### config.mk
export PLATFORM = sky130hd
export DESIGN_NAME = sensor_conditioner
export DESIGN_NICKNAME = d
export VERILOG_FILES = /design/src/rtl/sensor_pkg.sv /design/src/rtl/sensor_conditioner_debounce_line.sv /design/src/rtl/sensor_conditioner.sv
export SDC_FILE = /design/constraint.sdc
export NUM_CORES = 1
export LEC_CHECK = 0
export BUFFER_PORTS_ARGS = -buffer_cell sky130_fd_sc_hd__buf_2
export CAP_MARGIN = 15
export CORE_MARGIN = 5
export CORE_UTILIZATION = 50
export DETAILED_ROUTE_END_ITERATION = 8
export PLACE_DENSITY = 0.68
export SETUP_SLACK_MARGIN = 0.3
export SLEW_MARGIN = 20
export SYNTH_ARGS = -nofsm -noshare
export SYNTH_HDL_FRONTEND = slang
export SYNTH_SLANG_ARGS = --single-unit
### constraint.sdc
create_clock -name CLOCK_50 -period 2.2 [get_ports CLOCK_50]
set_clock_uncertainty 0.1 [all_clocks]
set_input_delay 0.22 -clock CLOCK_50 [delete_from_list [all_inputs] [get_ports CLOCK_50]]
set_output_delay 0.22 -clock CLOCK_50 [all_outputs]
set_load 0.005 [all_outputs]
### src/rtl/sensor_pkg.sv
// Shared definitions for the box hit sensor path: FSM encoding, code width, priority encoder.
// Latency: n/a (types, constants and a combinational helper only).
// Backpressure: n/a.
package sensor_pkg;

  localparam int unsigned CODE_W      = 3;
  localparam int unsigned MAX_SENSORS = 8;

  typedef enum logic [1:0] {
    ST_IDLE    = 2'd0,
    ST_HELD    = 2'd1,
    ST_LOCKOUT = 2'd2
  } state_e;

  // Index of the lowest set bit; 0 when the vector is empty.
  function automatic logic [CODE_W-1:0] lowest_index(input logic [MAX_SENSORS-1:0] vec);
    logic [CODE_W-1:0] idx;
    idx = '0;
    for (int i = MAX_SENSORS - 1; i >= 0; i--) begin
      if (vec[i]) idx = CODE_W'(i);
    end
    return idx;
  endfunction

endpackage

### src/rtl/sensor_conditioner_debounce_line.sv
// One sensor line: 2-flop synchronizer, mismatch counter, debounced stable flop.
// Latency: raw edge to stable_o edge is DEBOUNCE_CYCLES+2 cycles.
// Backpressure: none; free-running sampler.
module debounce_line #(
  parameter int unsigned DEBOUNCE_CYCLES = 500000
) (
  input  logic clk_i,
  input  logic rst_ni,
  input  logic raw_i,
  output logic stable_o
);

  localparam int unsigned CNT_W = (DEBOUNCE_CYCLES > 1) ? $clog2(DEBOUNCE_CYCLES + 1) : 1;
  localparam logic [CNT_W-1:0] CNT_LAST = CNT_W'(DEBOUNCE_CYCLES - 1);

  logic             sync1_q, sync2_q;
  logic             stable_q, stable_d;
  logic [CNT_W-1:0] cnt_q, cnt_d;

  // Two-stage synchronizer; raw_i is asynchronous to the clock.
  always_ff @(posedge clk_i or negedge rst_ni) begin
    if (!rst_ni) begin
      sync1_q <= 1'b0;
      sync2_q <= 1'b0;
    end else begin
      sync1_q <= raw_i;
      sync2_q <= sync1_q;
    end
  end

  // Count consecutive mismatching samples; flip stable on the last one, clear on any agreement.
  always_comb begin
    stable_d = stable_q;
    cnt_d    = cnt_q;
    if (sync2_q == stable_q) begin
      cnt_d = '0;
    end else if (cnt_q >= CNT_LAST) begin
      stable_d = sync2_q;
      cnt_d    = '0;
    end else begin
      cnt_d = cnt_q + CNT_W'(1);
    end
  end

  // Debounce state registers.
  always_ff @(posedge clk_i or negedge rst_ni) begin
    if (!rst_ni) begin
      stable_q <= 1'b0;
      cnt_q    <= '0;
    end else begin
      stable_q <= stable_d;
      cnt_q    <= cnt_d;
    end
  end

  assign stable_o = stable_q;

endmodule

### src/rtl/sensor_conditioner.sv
// Box hit sensor front end: per-line debounce, lowest-index code, hit strobe with post-hit lockout.
// Latency: raw edge to sensor_code/sensor_valid/hit_pulse is DEBOUNCE_CYCLES+3 cycles.
// Backpressure: none; hits arriving outside IDLE are dropped by design.
module sensor_conditioner
  import sensor_pkg::*;
#(
  parameter int unsigned NUM_SENSORS     = 8,
  parameter int unsigned DEBOUNCE_CYCLES = 500000,
  parameter int unsigned LOCKOUT_CYCLES  = 2500000
) (
  input  logic                   CLOCK_50,
  input  logic                   resetn,
  input  logic [NUM_SENSORS-1:0] raw_sensor,
  output logic [CODE_W-1:0]      sensor_code,
  output logic                   sensor_valid,
  output logic                   hit_pulse,
  output logic [CODE_W-1:0]      hit_code,
  output logic                   busy
);

  // LOCKOUT_CYCLES=0 still spends one cycle in LOCKOUT, so the last count is 0 in that case.
  localparam int unsigned LOCK_W = (LOCKOUT_CYCLES > 0) ? $clog2(LOCKOUT_CYCLES + 1) : 1;
  localparam logic [LOCK_W-1:0] LOCK_LAST = (LOCKOUT_CYCLES > 0) ? LOCK_W'(LOCKOUT_CYCLES - 1) : '0;

  logic [NUM_SENSORS-1:0] stable;
  logic [NUM_SENSORS-1:0] stable_dly_q;
  logic [NUM_SENSORS-1:0] rise;
  logic [MAX_SENSORS-1:0] stable_ext, rise_ext;

  state_e              state_q, state_d;
  logic [LOCK_W-1:0]   lock_cnt_q, lock_cnt_d;
  logic                hit_pulse_q, hit_pulse_d;
  logic [CODE_W-1:0]   hit_code_q, hit_code_d;
  logic [CODE_W-1:0]   sensor_code_q;
  logic                sensor_valid_q;

  for (genvar g = 0; g < NUM_SENSORS; g++) begin : g_line
    debounce_line #(
      .DEBOUNCE_CYCLES(DEBOUNCE_CYCLES)
    ) u_line (
      .clk_i   (CLOCK_50),
      .rst_ni  (resetn),
      .raw_i   (raw_sensor[g]),
      .stable_o(stable[g])
    );
  end

  assign rise       = stable & ~stable_dly_q;
  assign stable_ext = MAX_SENSORS'(stable);
  assign rise_ext   = MAX_SENSORS'(rise);

  // Hit FSM: accept one hit from IDLE, wait for full release, then sit out the lockout.
  always_comb begin
    state_d     = state_q;
    lock_cnt_d  = lock_cnt_q;
    hit_pulse_d = 1'b0;
    hit_code_d  = hit_code_q;
    case (state_q)
      ST_IDLE: begin
        if (|rise) begin
          hit_pulse_d = 1'b1;
          hit_code_d  = lowest_index(rise_ext);
          state_d     = ST_HELD;
        end
      end
      ST_HELD: begin
        if (stable == '0) begin
          lock_cnt_d = '0;
          state_d    = ST_LOCKOUT;
        end
      end
      ST_LOCKOUT: begin
        if (lock_cnt_q >= LOCK_LAST) begin
          state_d = ST_IDLE;
        end else begin
          lock_cnt_d = lock_cnt_q + LOCK_W'(1);
        end
      end
      default: state_d = ST_IDLE;
    endcase
  end

  // FSM, edge-detect history and registered outputs.
  always_ff @(posedge CLOCK_50 or negedge resetn) begin
    if (!resetn) begin
      state_q        <= ST_IDLE;
      lock_cnt_q     <= '0;
      hit_pulse_q    <= 1'b0;
      hit_code_q     <= '0;
      stable_dly_q   <= '0;
      sensor_code_q  <= '0;
      sensor_valid_q <= 1'b0;
    end else begin
      state_q        <= state_d;
      lock_cnt_q     <= lock_cnt_d;
      hit_pulse_q    <= hit_pulse_d;
      hit_code_q     <= hit_code_d;
      stable_dly_q   <= stable;
      sensor_code_q  <= lowest_index(stable_ext);
      sensor_valid_q <= |stable;
    end
  end

  assign sensor_code  = sensor_code_q;
  assign sensor_valid = sensor_valid_q;
  assign hit_pulse    = hit_pulse_q;
  assign hit_code     = hit_code_q;
  assign busy         = (state_q != ST_IDLE);

endmodule

# --- Word level (Yosys, flattened, before mapping) ---
# Cells that the tools add are included.
# Widths: inputs -> output; s select.
totals:
  input_bits: 10
  output_inout_bits: 9
  register_bits: 216
  wordCells: 139
classes:
  addsub: 9
  mux: 41
  eq_ne: 14
  n_bitwise: 10
  magnitude_cmp: 9
  reduce_logical: 17
op_table:
  columns: ["operator", "count"]
  rows:
  - ["$mux 19", 16]
  - ["$add 19x1->19 const B", 8]
  - ["$ge 19x19->1 const B", 8]
  - ["$mux 3", 16]
  - ["$mux 22", 2]
  - ["$pmux 22 s2", 1]
  - ["$add 22x1->22 const B", 1]
  - ["$ge 22x22->1 const B", 1]
  - ["$reduce_and 2->1", 9]
  - ["$reduce_or 8->1", 2]
  - ["$and 8x8->8", 1]
  - ["$eq 1x1->1", 8]
  - ["$logic_not 8->1", 1]
  - ["$ne 2x2->1 const B", 4]
  - ["$not 1->1", 8]
  - ["$not 8->8", 1]
  - ["$mux 2", 3]
  - ["$pmux 2 s3", 1]
  - ["$reduce_and 3->1", 2]
  - ["$reduce_bool 2->1", 2]
  - ["$eq 2x1->1 const B", 1]
  - ["$eq 2x2->1 const B", 1]
  - ["$logic_not 2->1", 1]
  - ["$mux 1", 2]

# --- Depth between registers and ports, before layout ---
# Gate-level depths: netlist of the first run.
logic_depth:
  depth_word: 10
  mapped_depth: 8
  ltp_nobuf: 7

# --- Cells and area by module ---
# From an unflattened synthesis of the first run, not the netlist that was laid out.
unflattened:
  cells_unflattened: 1109
  hier_area_um2: 11162.0
modules_own_cells:
  columns: ["module", "area_each_um2", "cells_each", "seq_area_each_um2", "n_inst"]
  rows:
  - ["debounce_line", 1138.6, 112, 550.5, 8]
  - ["sensor_conditioner", 2053.2, 213, 1001.0, 1]

# --- Worst setup path after synthesis of the first run ---
# Ideal clock, no wire load.
synth_timing:
  kind: "register to register"
  from: "reg g_line[3].u_line.cnt_q[0]"
  to: "reg g_line[3].u_line.stable_q"
  setup_slack_ns: 0.050
  arrival_time_ns: 1.926
  synth_period_minus_slack_ns: 2.150
  path_buffers: 1
  setup_ns: 0.125
  stages_incl_launch_ff: 8
  t_required_ns: 1.975
  path_cell_list: "dfrtp_1 > ha_1 > and4_1 > buf_2 > a311o_1 > a211oi_2 > nor3_1 > mux2_2"
synth_via:
  elab_chain_len: 2
synth_lines:
  columns: ["item", "line", "text"]
  rows:
  - ["start, declared", "sensor_conditioner_debounce_line.sv:18", "logic [CNT_W-1:0] cnt_q, cnt_d;"]
  - ["start signal, assigned", "sensor_conditioner_debounce_line.sv:52", "cnt_q <= cnt_d;"]
  - ["$ge 19x19->1", "sensor_conditioner_debounce_line.sv:37", "end else if (cnt_q >= CNT_LAST) begin"]
  - ["$reduce_and 2->1 (no line)", null, null]
  - ["end signal, assigned", "sensor_conditioner_debounce_line.sv:51", "stable_q <= stable_d;"]
  - ["end, declared", "sensor_conditioner_debounce_line.sv:17", "logic stable_q, stable_d;"]
# Every way passes these cells.
# A chain may end at the register's enable or synchronous reset.

# --- Worst setup path after layout of the first run ---
layout_timing:
  from: "reg g_line[4].u_line.stable_q"
  to: "reg lock_cnt_q[20]"
layout_via:
  elab_chain_len: 3
layout_lines:
  columns: ["item", "line", "text"]
  rows:
  - ["start, declared", "sensor_conditioner_debounce_line.sv:17", null]
  - ["start signal, assigned", "sensor_conditioner_debounce_line.sv:51", null]
  - ["$logic_not 8->1", "sensor_conditioner.sv:67", "if (stable == '0) begin"]
  - ["$ne 2x2->1 (no line)", null, null]
  - ["$reduce_and 3->1 (no line)", null, null]
  - ["end signal, assigned", "sensor_conditioner.sv:95", "lock_cnt_q <= lock_cnt_d;"]
  - ["end, declared", "sensor_conditioner.sv:31", "logic [LOCK_W-1:0] lock_cnt_q, lock_cnt_d;"]
# Every way passes these cells.

==> flow_summary.toml, run 1 <==
[outcome]
status = "finished, final reports clean"

[clock_network]
cts_buffers = 24
root_buffer = "clkbuf_16"
htreeDepth = 1
cts_tree = "done"
clock_latency_ns = 0.51
path_clk_slew_ns = 0.06
cts.sinks = 216
cts_buffer_depth = 3

[logic_synthesis]
synth_ff_type = "dfrtp_1"
netlist_instances = 1024
synth_fp_nets = 1043
synth_area_leaders = "dfrtp_1 (52%), xor2_1 (6.1%), nor2_1 (6.1%)"
ys_ff_latch = 216
synth-edff-count = 0
yosys.area.top_type = "dfrtp_1"
async_flop_share = 1.000
netlist.area_leader.share = 0.5185
avgSynthCellArea_um2 = 10.18
yosys_warnings = 0
syn_area_um2 = 10420
yosysSeqAreaShare = 0.5185
synth_cell_types = 69

[floorplanning]
coreArea_um2 = 20360
ios = 19
die_w_um = 154.4
rows = 52
dieArea_um2 = 23840
die_y_um = 154.4
start_util = 0.5119

[cells_and_area]
layout_commonest_cell = "dfrtp_1"
diodes = 0
mostFrequentLayoutCells = "dfrtp_1 (206), nor2_1 (117), buf_4 (113), xor2_1 (73), xnor2_1 (69)"
nets = 1214
area_delta_synth_final_pct = 31.83
drive_gt1_frac = 0.2910
final_util = 0.6749
fin_cells = 1483
finalInstanceArea_um2 = 13740

[setup_path]
critPathCaptureType = "register"
critPathLaunchType = "register"
crit_fanout = 5
crit_arrival_ns = 2.43
critPathKind = "reg -> reg"
cp.required_ns = 2.49
r2r-start = "g_line[4].u_line.stable_o"
crit_start = "g_line[4].u_line.stable_o"

[timing]
fmax_ghz = 0.4685
setup_violations = 0
layout_setup_ws_ns = 0.06559
finalCritPeriodShare = 0.9702
fin_setup_tns_ns = 0
slew_headroom = 0.5822
whs_ns = 0.1317
rsz0062_at_grt = "yes"
worst_pin_slew_ns = 0.6201
min_period_ns = 2.134
slew_violations = 0
hold_violations = 0

[grt]
grt_remaining_overflow = 0
antenna_found_initial = 0
grt_pass1_wl_um = 37260
track_usage = 0.1819
grt_max_degree = 59
grt_pass1_vias = 7887

[placed_design]
portBuffers = 18
dpl.hpwl_um = 13110
routabilityCongestion = 0.8233
place_area_um2 = 11290
dp.cells = 1345
place_ws_ns = 0.03410

[detailed_routing]
vias = 8075
drc = 0
viasPerCell = 5.445
drtIter0Drc = 305
wl_um = 22920
detail-route-antenna-nets = 0
avgRoutedWirePerCell_um = 15.45
drt_pre_antenna_iters = 5

[pwr]
powerDensity_nw_per_um2 = 622.6
p_total_mw = 8.556
p_leak_nw = 6.013
peakVddDrop_mv = 0.5999

[worst_hold_path]
hold_path_class = "in -> async"

[job]
drv_cap = 0
[power breakdown]
group / switching [mW] / internal [mW] / total [mW]
combinational: 0.224 / 0.171 / 0.395
clock: 1.57 / 2.52 / 4.08
sequential: 0.0512 / 4.03 / 4.08
[flip-flops by register name, summed over array words and instances, names as in the netlist]
name                    count
g_line.u_line.sync1_q       8
hit_pulse                   1
g_line.u_line.cnt_q       152
sensor_valid                1
g_line.u_line.stable_o      8
lock_cnt_q                 22
stable_dly_q                8
hit_code                    3
g_line.u_line.sync2_q       8
sensor_code                 3
state_q                     2
[synth_stat cells (9+ instances only)]
cell type  count
nor4_1        11
xor2_1        73
nand3_1       62
nor3_1        63
nand2_1       56
ha_1           9
and3_1        32
nand4_1       30
a21oi_1       13
buf_2         12
a31oi_1       11
dfrtp_1      216
and4_1        15
nor2b_1       11
inv_1         25
xnor2_1       69
nor2_1       169
o21ai_0       20
a211o_1        9
clkbuf_1       9
[worst paths after layout]
check | endpoint | slack (ns) | depth (start not counted)
setup / recovery | lock_cnt_q[20] | 0.07 | 5
hold / removal | g_line[5].u_line.cnt_q[2] | 0.13 | 2
setup reg to reg | lock_cnt_q[20] | 0.07 | 5
hold reg to reg | g_line[3].u_line.sync2_q | 0.25 | 0
max in group asynchronous | g_line[3].u_line.cnt_q[5] | 1.13 | 3
min in group CLOCK_50 | g_line[3].u_line.sync2_q | 0.25 | 0
[layer usage]
metal | vias to the layer above | GRT usage | wire length (um) | share of wire
met5 | - | 0 | 0 | 0
met4 | 0 | 0.04542 | 540 | 0.024
met3 | 34 | 0.02375 | 647 | 0.028
met2 | 116 | 0.3114 | 11490 | 0.50
met1 | 3993 | 0.2472 | 10240 | 0.45
li1 | 3932 | - | - | -
[kinds of logic (layout without fill, tap and decap cells)]
| logic type | count (synthesis) | in the layout | share of synthesized area |
|---|---|---|---|
| buffers and inverters | 50 | 237 | 0.02040 |
| AOI/OAI and AO/OA | 110 | 112 | 0.08738 |
| DFF | 216 | 216 | 0.5185 |
| and+or+nand+nor | 489 | 489 | 0.2350 |
| xor gates and xnor gates | 142 | 142 | 0.1193 |
| adders and majority gates | 9 | 9 | 0.01080 |
| muxes | 8 | 8 | 0.008642 |
[what timing repair did]
item	4_1_cts	5_1_grt
hold buffers	9	0
pin swaps	70	61
cloned	6	3
buffers inserted	46	30
resized for setup	76	115
hold endpoints to repair	173	0
setup endpoints to repair	175	186
[area by class of cell]
class | instances | area, um2
fillers | 1469 | 6621
inverters | 26 | 97.59
clock inverters | 7 | 91.34
clock buffers | 37 | 730.7
flip-flops and latches | 216 | 5418
repair buffers | 167 | 1471
well taps | 270 | 337.8
multi-input cells | 760 | 5597
[worst max-delay path, cell delays in order, from the launching register on]
cell     delay (ns)
dfrtp_1        0.42
nor4_4         0.35
a21bo_2        0.20
o31a_1         0.39
o21ai_4        0.17
a221o_1        0.38
No activity file was read; power rests on OpenSTA's default activity.
==> inputs of run 2 (changes only) <==
SYNTH_HIERARCHICAL = 1   (was default)
==> flow_summary.toml, run 2 <==
[outcome]
status = "finished, final reports clean"

[setup_path]
crit_arrival_ns = 2.26
critPathCaptureType = "register"
crit_path_max_incr_delay_ns = 0.42
r2r_setup_slack_ns = 0.28
crit_start = "lock_cnt_q[0]"
crit_path_end = "lock_cnt_q[19]"
crit_fanout = 4
critPathKind = "reg -> reg"
cp.required_ns = 2.55
critPathLaunchType = "register"
timing.rr.end = "lock_cnt_q[19]"
cp_cell_sequence = "buf_4 -> nand3_2 -> or3_4 -> or4_1 -> or3_1 -> nand2_1"
cpMaxStageDelayCell = "or4_1"
r2r-start = "lock_cnt_q[0]"
reg2regPathDepth = 6

[detailed_routing]
viasPerCell = 5.768
detail-route-antenna-nets = 0
drc = 0
drt_pre_antenna_iters = 5
avgRoutedWirePerCell_um = 15.49
vias = 8986
wl_um = 24130
drtIter0Drc = 495

[logic_synthesis]
syn_area_um2 = 11160
yosys_warnings = 6
synth_cell_types = 59
netlist.area_leader.share = 0.4843
synth_area_leaders = "dfrtp_1 (48%), nor3_1 (7.4%), xnor2_1 (7.0%)"
synthMostInstantiatedCell = "dfrtp_1"
yosysSeqAreaShare = 0.4843
netlist_instances = 1109
async_flop_share = 1.000
yosys.area.top_type = "dfrtp_1"
synth-edff-count = 0
yosys-top-cells-count = "dfrtp_1 (216), nor3_1 (165), xnor2_1 (89)"
synth_ff_type = "dfrtp_1"
synth_fp_nets = 1128
ys_ff_latch = 216
avgSynthCellArea_um2 = 10.06

[floorplanning]
dieArea_um2 = 25410
die_w_um = 159.4
coreArea_um2 = 21890
rows = 54
die_y_um = 159.4
start_util = 0.5099
ios = 19

[placed_design]
portBuffers = 18
dpl.hpwl_um = 14750
routabilityCongestion = 0.8056

[grt]
track_usage = 0.1815
grt_pass1_vias = 8505
antenna_found_initial = 0
grt_max_degree = 63
grt_pass1_wl_um = 40960
grt_remaining_overflow = 0

[cells_and_area]
area_delta_synth_final_pct = 24.83
mostFrequentLayoutCells = "nor3_1 (165), dfrtp_1 (158), buf_4 (120), xnor2_1 (89), nand2_1 (62)"
largestRegisters = "g_line.u_line/cnt_q x152, lock_cnt_q x22"
diodes = 0
largest_register_ffs = 152
layout_commonest_cell = "nor3_1"
fillCellCount = 1720
nets = 1280
drive_gt1_frac = 0.2864
largest_register = "g_line.u_line/cnt_q"

[pwr]
p_leak_nw = 5.530
powerDensity_nw_per_um2 = 636.7
peakVddDrop_mv = 0.5023
p_total_mw = 8.871

[clock_network]
htreeDepth = 1
cts_buffer_depth = 3
cts_buffers = 25
cts.sinks = 216
cts_tree = "done"
path_clk_slew_ns = 0.06
root_buffer = "clkbuf_16"
clock_latency_ns = 0.51

[timing]
fmax_ghz = 0.5216
slew_headroom = 0.6744
worst_pin_slew_ns = 0.4884
finalCritPeriodShare = 0.8714
slew_violations = 0
setup_violations = 0
rsz0062_at_grt = "yes"
hold_violations = 0
min_period_ns = 1.917
fin_setup_tns_ns = 0

[worst_hold_path]
hold_path_class = "in -> async"

[job]
drv_cap = 0
[run 2: cell count changes in the layout (fill, tap and decap cells not counted), sizes merged, moves of 31 or more]
| cell | before | now |
|---|---|---|
| xor2 | 73 | 32 |
| inv | 27 | 58 |
| o21ai | 24 | 55 |
| and3 | 33 | 2 |
| nor3 | 63 | 175 |
| nor2 | 169 | 27 |
[run 2: repair_timing]
action | in CTS | in global routing
hold buffers | 9 | 0
pin swaps | 11 | 17
resized for setup | 53 | 71
hold endpoints to repair | 82 | 0
buffers inserted | 41 | 38
endpoints found under the setup margin | 37 | 113
[run 2: metrics by stage]
stage	instance area (um2)	hold WS [ns]	utilization	worst slack, ns	cells
final	13930	0.1552	0.6365	0.2829	1558
after global routing	13930	0.1895	0.6365	0.1721	1558
after CTS	13330	0.1541	0.6089	0.2913	1520
after detailed placement	11920	0.1057	0.5446	0.08356	1426
after global placement	11920	0.1043	0.5446	0.1488	1426
after floorplan	11290	-0.1756	-	0.2991	1109
[run 2: worst min path at each step]
| stage | start | endpoint | slack [ns] | cells past startpoint |
|---|---|---|---|---|
| floorplan | resetn | g_line[0].u_line/cnt_q[0] | -0.18 | 0 |
| global placement | resetn | g_line[7].u_line/cnt_q[6] | 0.10 | 1 |
| detailed placement | resetn | g_line[7].u_line/cnt_q[6] | 0.11 | 1 |
| CTS | resetn | g_line[7].u_line/cnt_q[6] | 0.15 | 2 |
| global route | resetn | g_line[6].u_line/cnt_q[15] | 0.19 | 2 |
| finish | resetn | g_line[7].u_line/cnt_q[6] | 0.16 | 2 |
[run 2: worst max-delay path: cells and delay by family, from the launching register on]
kind / cells / cell delay [ns]
simple gates: 5 / 1.26
flops: 1 / 0.36
buf+inv: 1 / 0.13
[run 2: per-layer routing]
| layer | vias up | share of wire | GRT usage |
|---|---|---|---|
| li1 | 4415 | - | - |
| met1 | 4376 | 0.46 | 0.2558 |
| met2 | 155 | 0.48 | 0.2980 |
| met3 | 40 | 0.032 | 0.02640 |
| met4 | 0 | 0.021 | 0.04382 |
| met5 | - | 0 | 0 |
[run 2: final cells by class]
cell class                 count  area (um2)  share of cell area
inverter                      58       222.7             0.01598
clock inverter                 9       170.2             0.01221
multi-input combinational    804        5771              0.4142
timing repair buffer         156        1219             0.08746
tap                          280       350.3             0.02514
clock buffer                  35       723.2             0.05190
sequential                   216        5478              0.3931
[run 2: kinds of logic (layout without fill, tap and decap cells)]
| family | Yosys count | count (layout) | synth area share |
|---|---|---|---|
| xor+xnor | 121 | 121 | 0.09494 |
| flops | 216 | 216 | 0.4843 |
| buf+inv | 89 | 258 | 0.03957 |
| mux | 2 | 2 | 0.001906 |
| fa+ha+maj | 9 | 9 | 0.01009 |
| compound gates | 169 | 169 | 0.09965 |
| simple gates | 503 | 503 | 0.2696 |
[run 2: where the power goes]
part	internal [mW]	total [mW]	switching, mW	leakage (nW)
clock	2.86	4.44	1.58	0.442
combinational	0.137	0.341	0.203	2.22
sequential	4.03	4.09	0.0594	2.87
total	7.03	8.87	1.85	5.53
==> inputs of run 3 (changes only) <==
clock period = 1.74 ns   (was 2.2 ns; I/O delays follow)
==> flow_summary.toml, run 3 (same netlist as run 2, synthesis figures left out) <==
[setup_path]
cpMaxStageDelayCell = "or4_1"
crit_top_cell = "nand2_1"
crit_fanout = 3
crit_path_max_incr_delay_ns = 0.50
cp.required_ns = 2.10
r2r-start = "lock_cnt_q[16]"
cp_cell_sequence = "buf_4 -> and4_1 -> nand2_1 -> or4_1 -> or3_1 -> nand2_1"
critPathKind = "reg -> reg"
critPathCaptureType = "register"
critPathLaunchType = "register"
crit_start = "lock_cnt_q[16]"
r2r_setup_slack_ns = -0.24
crit_arrival_ns = 2.34

[cells_and_area]
layout_commonest_cell = "buf_4"
finalInstanceArea_um2 = 18840
area_delta_synth_final_pct = 68.82
final_util = 0.8608
nets = 1543
largest_register_ffs = 152
diodes = 0
mostFrequentLayoutCells = "buf_4 (252), dfrtp_1 (193), buf_6 (96), xnor2_1 (86), nor3_4 (80)"
largestRegisters = "g_line.u_line/cnt_q x152, lock_cnt_q x22"
drive_gt1_frac = 0.5541
largest_register = "g_line.u_line/cnt_q"

[grt]
grt_remaining_overflow = 0
antenna_found_initial = 0
grt_pass1_wl_um = 56860
track_usage = 0.2626
grt_pass1_vias = 11370
grt_max_degree = 47

[timing]
worst_pin_slew_ns = 0.5481
hold_violations = 0
setup_violations = 85
slew_violations = 0
min_period_ns = 1.981
rsz0062_at_grt = "yes"
finalCritPeriodShare = 1.138
whs_ns = 0.05628
fmax_ghz = 0.5049
layout_setup_ws_ns = -0.2406
slew_headroom = 0.6312

[clock_network]
htreeDepth = 1
cts_buffers = 25
clock_latency_ns = 0.53
path_clk_slew_ns = 0.06
cts.sinks = 216
cts_buffer_depth = 3
root_buffer = "clkbuf_16"
cts_tree = "done"

[placed_design]
portBuffers = 18
place_area_um2 = 14180
routabilityCongestion = 0.8435
dpl.hpwl_um = 18020

[floorplanning]
rows = 54
die_w_um = 159.4
coreArea_um2 = 21890
dieArea_um2 = 25410
ios = 19
die_y_um = 159.4
start_util = 0.5099

[detailed_routing]
drc = 0
vias = 11480
topRoutingLayerUsed = "met4"
drt_pre_antenna_iters = 5
detail-route-antenna-nets = 0
wl_met2_um = 21430
wl_um = 41130
drtIter0Drc = 1021
met1_length_um = 15370
viasPerCell = 6.295
wl_met3_um = 2515
avgRoutedWirePerCell_um = 22.56

[outcome]
status = "finished with violations"
violations = "negative setup slack"

[pwr]
p_leak_nw = 7.804
peakVddDrop_mv = 0.6828
powerDensity_nw_per_um2 = 632.2

[job]
drv_cap = 0

[worst_hold_path]
hold_path_class = "in -> async"
[run 3: what timing repair did]
action | in CTS | in global routing
resized for setup | 268 | 184
endpoints found under the hold margin | 224 | 0
pin swaps | 114 | 101
buffers inserted | 86 | 48
gates cloned | 25 | 1
hold buffers | 9 | 0
setup endpoints to repair | 190 | 193
[run 3: final timing paths]
kind | endpoint | depth (start not counted)
max in group asynchronous | stable_dly_q[2] | 3
min in group CLOCK_50 | g_line[2].u_line/sync1_q | 2
hold reg to reg | g_line[7].u_line/sync2_q | 0
hold / removal | g_line[6].u_line/cnt_q[1] | 2
setup / recovery | lock_cnt_q[19] | 6
setup reg to reg | lock_cnt_q[19] | 6
[run 3: cell type report]
type	count	area, um2
multi-input cells	806	7868
flip-flops and latches	216	5434
repair buffers	416	4061
fillers	906	3048
clock buffers	31	668.1
well taps	280	350.3
clock inverters	15	232.7
inverters	58	222.7
repair inverters	1	6.256
[run 3: routing by layer]
layer,global-route usage,vias to the layer above
met5,0,-
met1,0.3372,5778
met4,0.09267,0
met2,0.4566,565
li1,-,4972
met3,0.03572,160
[run 3: report_power, final]
group	internal, mW	switching [mW]
logic	0.440	0.484
registers	5.09	0.0668
clock network	3.62	2.21
[run 3: worst max-delay path: cells and delay by family, from the launching register on]
family                 cells  cell delay (ns)
buffers and inverters      1             0.16
AND/OR/NAND/NOR            5             1.22
flip-flops                 1             0.44
[run 3: stage by stage]
step                TNS (ns)  total power, mW  instances  worst slack [ns]
floorplan             -3.271            5.467       1109           -0.1608
global placement      -2.062            5.719       1608           -0.1056
detailed placement    -6.691            5.733       1608           -0.1312
CTS                   -2.707            11.77       1774           -0.1082
global route          -15.15            12.28       1823           -0.2776
finish                -7.505            11.91       1823           -0.2406
